[src/rtl/scaler_dsp_top.sv]
// Separable 4x4 polyphase scaler tap: vertical Q0.8 filter per column, then horizontal Q0.8 filter.
// Fixed 6-cycle latency, one result per cycle; no backpressure, so outputs must be taken when valid.
module scaler_dsp_top (
  input  logic         core_clk,
  input  logic         core_rst,
  input  logic         s_axis_scaler_valid,
  input  logic [127:0] s_axis_scaler_pixel,
  input  logic [31:0]  s_axis_scaler_coef_h,
  input  logic [31:0]  s_axis_scaler_coef_v,
  input  logic         s_axis_scaler_done,
  output logic         m_axis_core_valid,
  output logic [7:0]   m_axis_core_data,
  output logic         m_axis_core_done
);

  localparam int LAT = 6;

  // Bit i of each control pipe lines up with datapath stage i.
  logic [LAT:0] vld_pipe;
  logic [LAT:0] done_pipe;

  logic [7:0]  pix0 [4][4];
  logic [7:0]  cv0  [4];
  logic [7:0]  ch0  [4];
  logic [7:0]  ch1  [4];
  logic [7:0]  ch2  [4];
  logic [7:0]  ch3  [4];
  logic [15:0] pv1  [4][4];
  logic [17:0] sv2  [4];
  logic [7:0]  v3   [4];
  logic [15:0] ph4  [4];
  logic [17:0] sh5;
  logic [7:0]  data6;

  function automatic logic [15:0] mul8(input logic [7:0] a, input logic [7:0] b);
    return {8'd0, a} * {8'd0, b};
  endfunction

  function automatic logic [17:0] sum4(input logic [15:0] a, input logic [15:0] b,
                                       input logic [15:0] c, input logic [15:0] d);
    return 18'(a) + 18'(b) + 18'(c) + 18'(d);
  endfunction

  // Round half up from Q.8 and clamp; 4*255*255+128 still fits in 18 bits.
  function automatic logic [7:0] round_sat(input logic [17:0] s);
    logic [17:0] t;
    t = s + 18'd128;
    return (|t[17:16]) ? 8'hff : t[15:8];
  endfunction

  always_ff @(posedge core_clk) begin
    if (core_rst) begin
      vld_pipe  <= '0;
      done_pipe <= '0;
      data6     <= '0;
    end else begin
      vld_pipe  <= {vld_pipe[LAT-1:0], s_axis_scaler_valid};
      done_pipe <= {done_pipe[LAT-1:0], s_axis_scaler_done};
      if (vld_pipe[LAT-1]) begin
        data6 <= round_sat(sh5);
      end
    end
  end

  // Datapath carries no reset; only the control pipes decide what is visible.
  always_ff @(posedge core_clk) begin
    for (int r = 0; r < 4; r++) begin
      cv0[r] <= s_axis_scaler_coef_v[8*r +: 8];
      ch0[r] <= s_axis_scaler_coef_h[8*r +: 8];
      for (int c = 0; c < 4; c++) begin
        pix0[r][c] <= s_axis_scaler_pixel[8*(4*r+c) +: 8];
        pv1[r][c]  <= mul8(cv0[r], pix0[r][c]);
      end
    end
    for (int c = 0; c < 4; c++) begin
      ch1[c] <= ch0[c];
      ch2[c] <= ch1[c];
      ch3[c] <= ch2[c];
      sv2[c] <= sum4(pv1[0][c], pv1[1][c], pv1[2][c], pv1[3][c]);
      v3[c]  <= round_sat(sv2[c]);
      ph4[c] <= mul8(ch3[c], v3[c]);
    end
    sh5 <= sum4(ph4[0], ph4[1], ph4[2], ph4[3]);
  end

  assign m_axis_core_valid = vld_pipe[LAT];
  assign m_axis_core_done  = done_pipe[LAT];
  assign m_axis_core_data  = data6;

endmodule

[config.mk]
export PLATFORM = sky130hd
export DESIGN_NAME = scaler_dsp_top
export DESIGN_NICKNAME = d
export VERILOG_FILES = /design/src/rtl/scaler_dsp_top.sv
export SDC_FILE = /design/constraint.sdc
export NUM_CORES = 2
export LEC_CHECK = 0
export CAP_MARGIN = 20
export CORE_ASPECT_RATIO = 1.75
export CORE_MARGIN = 2
export CORE_UTILIZATION = 55
export DETAILED_ROUTE_END_ITERATION = 8
export HOLD_SLACK_MARGIN = 0.06
export PLACE_DENSITY = 0.76
export SYNTH_ARGS = -nofsm -noshare
export SYNTH_HDL_FRONTEND = slang
export SYNTH_SLANG_ARGS = --single-unit
[constraint.sdc]
create_clock -name core_clk -period 5.7 [get_ports core_clk]
set_input_delay 0.855 -clock core_clk [delete_from_list [all_inputs] [get_ports core_clk]]
set_output_delay 0.855 -clock core_clk [all_outputs]
set_load 0.1 [all_outputs]
==> summary.md <==
| Metric | Value |
|---|---|
| Outcome | complete, no violations |
| Warnings, synthesis | 0 |
| TritonCTS clock tree | done |
| Critical Path Start | cv0[3][1] |
| Share of flip-flops with an asynchronous set or reset | 0 |
| Most used cell, CP | fa_1 |
| Critical Path RT | 6.29 ns |
| Die area | ~0.12 mm2 |
| Post-synth top area share | 0.266 |
| Initial DRC Count | 1718 |
| Final TNS setup | 0 ns |
| Slew headroom | 0.332 |
| Hold_buf cts | 0 |
| Die height | roughly 450 um |
| Critical Path AT | approximately 5.7 ns |
| Critical path class | reg -> reg |
| R2r worst-path depth | 16 |
| EDFF count, synth | 0 |
| Sequential area share after synthesis | 0.226 |
| Commonest non-fill, non-tap cell in the layout | inv_1 |
| Setup bufs post-CTS | 0 |
| Min cycle time layout | slightly above 5 ns |
| CP Max Fanout | 24 |
| Via count | ~44000 |
| Slew @ Worst Pin | 1.00 ns |
| Crit start category | flip-flop |
| Fmax | roughly 0.20 GHz |
| Top-level I/O count | between 200 and 250 |
| R2r setup slk | ~0.64 ns |
| Row cnt | between 150 and 200 |
| Vias per std cell | 5.31 |
| Clock root buffer master | clkbuf_16 |
| Hold_sp | ch2[0][5] |
| Largest net degree at the start of global routing | 33 |
| Avg Inst Size Synth | around 10 um2 |
| Clock Path Buffers | 3 |
| CP Capture Type | flip-flop |
| Top post-synthesis cells by area | fa_1 27%, dfxtp_1 23%, ha_1 16%, and2_1 10%, inv_1 6.8% |
| Detail Route Antenna Nets | 0 |
| CP Cell Sequence | nand2_1 -> fa_1 -> fa_1 -> inv_1 -> fa_1 -> inv_1 -> fa_1 -> inv_1 -> ha_1 -> o21a_1 -> o31a_1 -> o211ai_2 -> a21oi_1 -> a2111oi_2 -> a21oi_1 -> xnor2_1 |
| Area growth, synth to finish | 10.2% |
| Fin nets | roughly 8600 |
| Detailed Route WL | 154000 um |
| IO buf count | between 200 and 250 |
| Final setup viols | 0 |
| Fin. Hold Viols | 0 |
| Share of cells above drive strength 1 | 0.0351 |
| Highest-count cells in the layout ignoring fill and taps | 1145 x inv_1, 1021 x and2_1, 845 x fa_1 |
| DRC | 0 |
| Final period utilization | 0.888 |
| Max Cap Viol | 0 |
| Biggest area consumer among synthesized cells | fa_1 |
| Syn nets | between 8000 and 9000 |
| Gr usage total | 0.269 |
| FF-to-FF End | pv1[3][15] |
| Clock Sinks | a little over 700 |
| Post-DR wirelength/cell | between 15 and 20 um |
| Number of global-route vias before repair | 47900 |
| Hold path cells | 0 |
| Hold EP | ch3[0][5] |
| Grt ovf | 0 |
| Syn Std Cell Area | 0.0635 mm2 |
| CTS buffer count | 73 |
| Dpl hpwl | 128000 um |
| CP max stage delay | 0.98 ns |
| Initial Util | 0.552 |
| Worst-path clk slew | roughly 0.070 ns |
| GP Congestion | between 0.9 and 1 |
| Core ar. | around 0.11 mm2 |
| Fin Clk Skew | 0.0409 ns |
| Crit-path slowest cell | dfxtp_1 |
| RSZ-0062 raised after global routing | false |
| Max H-tree Level | 3 |
| Synth Instances | 6461 |
| Drt pass-1 iters | 5 |
| Slew Viols, Final | 0 |
| Post-CTS resize count | 0 |
| Die W | between 200 and 300 um |
| Most used DFF post-synth | dfxtp_1 |
| FF-to-FF Start | cv0[3][1] |
| First-pass GRT wire length | 245000 um |
| Worst skew pair latency | 0.72 ns |
| Hold Path Class | reg -> reg |
| Synthesized flop and latch total | between 700 and 800 |
| Initial antenna violation count | 11 |
| Synth cell types | 64 |
-- synth_stat cells, types with 4 or more instances --
cell type / instances
inv_1: 1145
and2_1: 1021
fa_1: 845
ha_1: 834
dfxtp_1: 717
nand2_1: 414
a21oi_1: 237
xnor2_1: 232
nor2_1: 162
clkbuf_1: 100
o21ai_0: 90
nand3_1: 73
xor2_1: 72
o21a_1: 71
nor2b_1: 62
and3_1: 48
nand2b_1: 35
nor3_1: 28
o31a_1: 27
a211oi_1: 22
a2111oi_2: 21
a21o_1: 20
or3_1: 19
o211ai_2: 16
nor4_1: 15
o211ai_1: 14
or2_2: 14
o21bai_1: 12
a31oi_1: 9
o31ai_1: 9
o21ai_1: 8
a41oi_1: 7
a41o_1: 6
o31ai_2: 4
-- worst max path at each step --
stage / end / slack [ns]
2_1_floorplan: pv1[3][46] / 1.31
3_3_place_gp: pv1[1][47] / 0.78
3_5_place_dp: pv1[3][15] / 0.68
4_1_cts: pv1[3][15] / 0.65
5_1_grt: pv1[3][15] / 0.33
6_report: pv1[3][15] / 0.64
-- flip-flops by register name, summed over array words and instances, names as in the netlist --
register,count
cv0,32
ph4,64
v3,32
done_pipe,7
ch3,32
pix0,128
vld_pipe,7
ch2,32
ch1,32
pv1,256
m_axis_core_data,8
ch0,32
sh5,11
sv2,44
-- stage by stage --
stage / setup WS, ns / cells / instance area [um2] / utilization / hold WS, ns
after detailed placement: 0.678 / 8122 / 67500 / 0.587 / 0.312
after global placement: 0.780 / 8122 / 67500 / 0.587 / 0.311
final: 0.638 / 8257 / 70000 / 0.609 / 0.318
after global routing: 0.330 / 8252 / 70000 / 0.609 / 0.328
after floorplan: 1.31 / 6461 / 63500 / - / 0.310
after CTS: 0.646 / 8252 / 70000 / 0.609 / 0.321
-- area by class of cell --
| type | count | area [um2] |
|---|---|---|
| inverters | 1145 | 4300 |
| repair buffers | 258 | 2470 |
| clock inverters | 45 | 551 |
| clock buffers | 85 | 1920 |
| well taps | 1503 | 1880 |
| diodes | 5 | 12.5 |
| fillers | 9434 | 45000 |
| multi-input cells | 4499 | 44500 |
| flip-flops and latches | 717 | 14400 |
-- worst max-delay path: cells and delay by family (launching register included) --
kind / cells / cell delay (ns)
xor+xnor: 1 / 0.15
flops: 1 / 0.98
simple gates: 1 / 0.17
buf+inv: 3 / 0.14
fa+ha+maj: 5 / 2.33
compound gates: 6 / 1.15
-- cell families (layout without fill, tap and decap cells) --
logic type	after synthesis	after routing	synth area share
simple gates	1910	1910	0.164
fa+ha+maj	1679	1679	0.431
buf+inv	1245	1533	0.0736
flops	717	717	0.226
compound gates	606	606	0.0640
xor+xnor	304	304	0.0419
other cells	0	5	0
-- routing by layer --
layer  GRT usage  up-vias  wire (um)
li1            -    20700          -
met1       0.273    21700      53600
met2       0.490     1027      79400
met3      0.0343      469       6130
met4       0.220        6      14400
met5           0        -         41
Power is not shown: default switching activity piles up to over one toggle a cycle in this logic, so the estimate is an artifact.
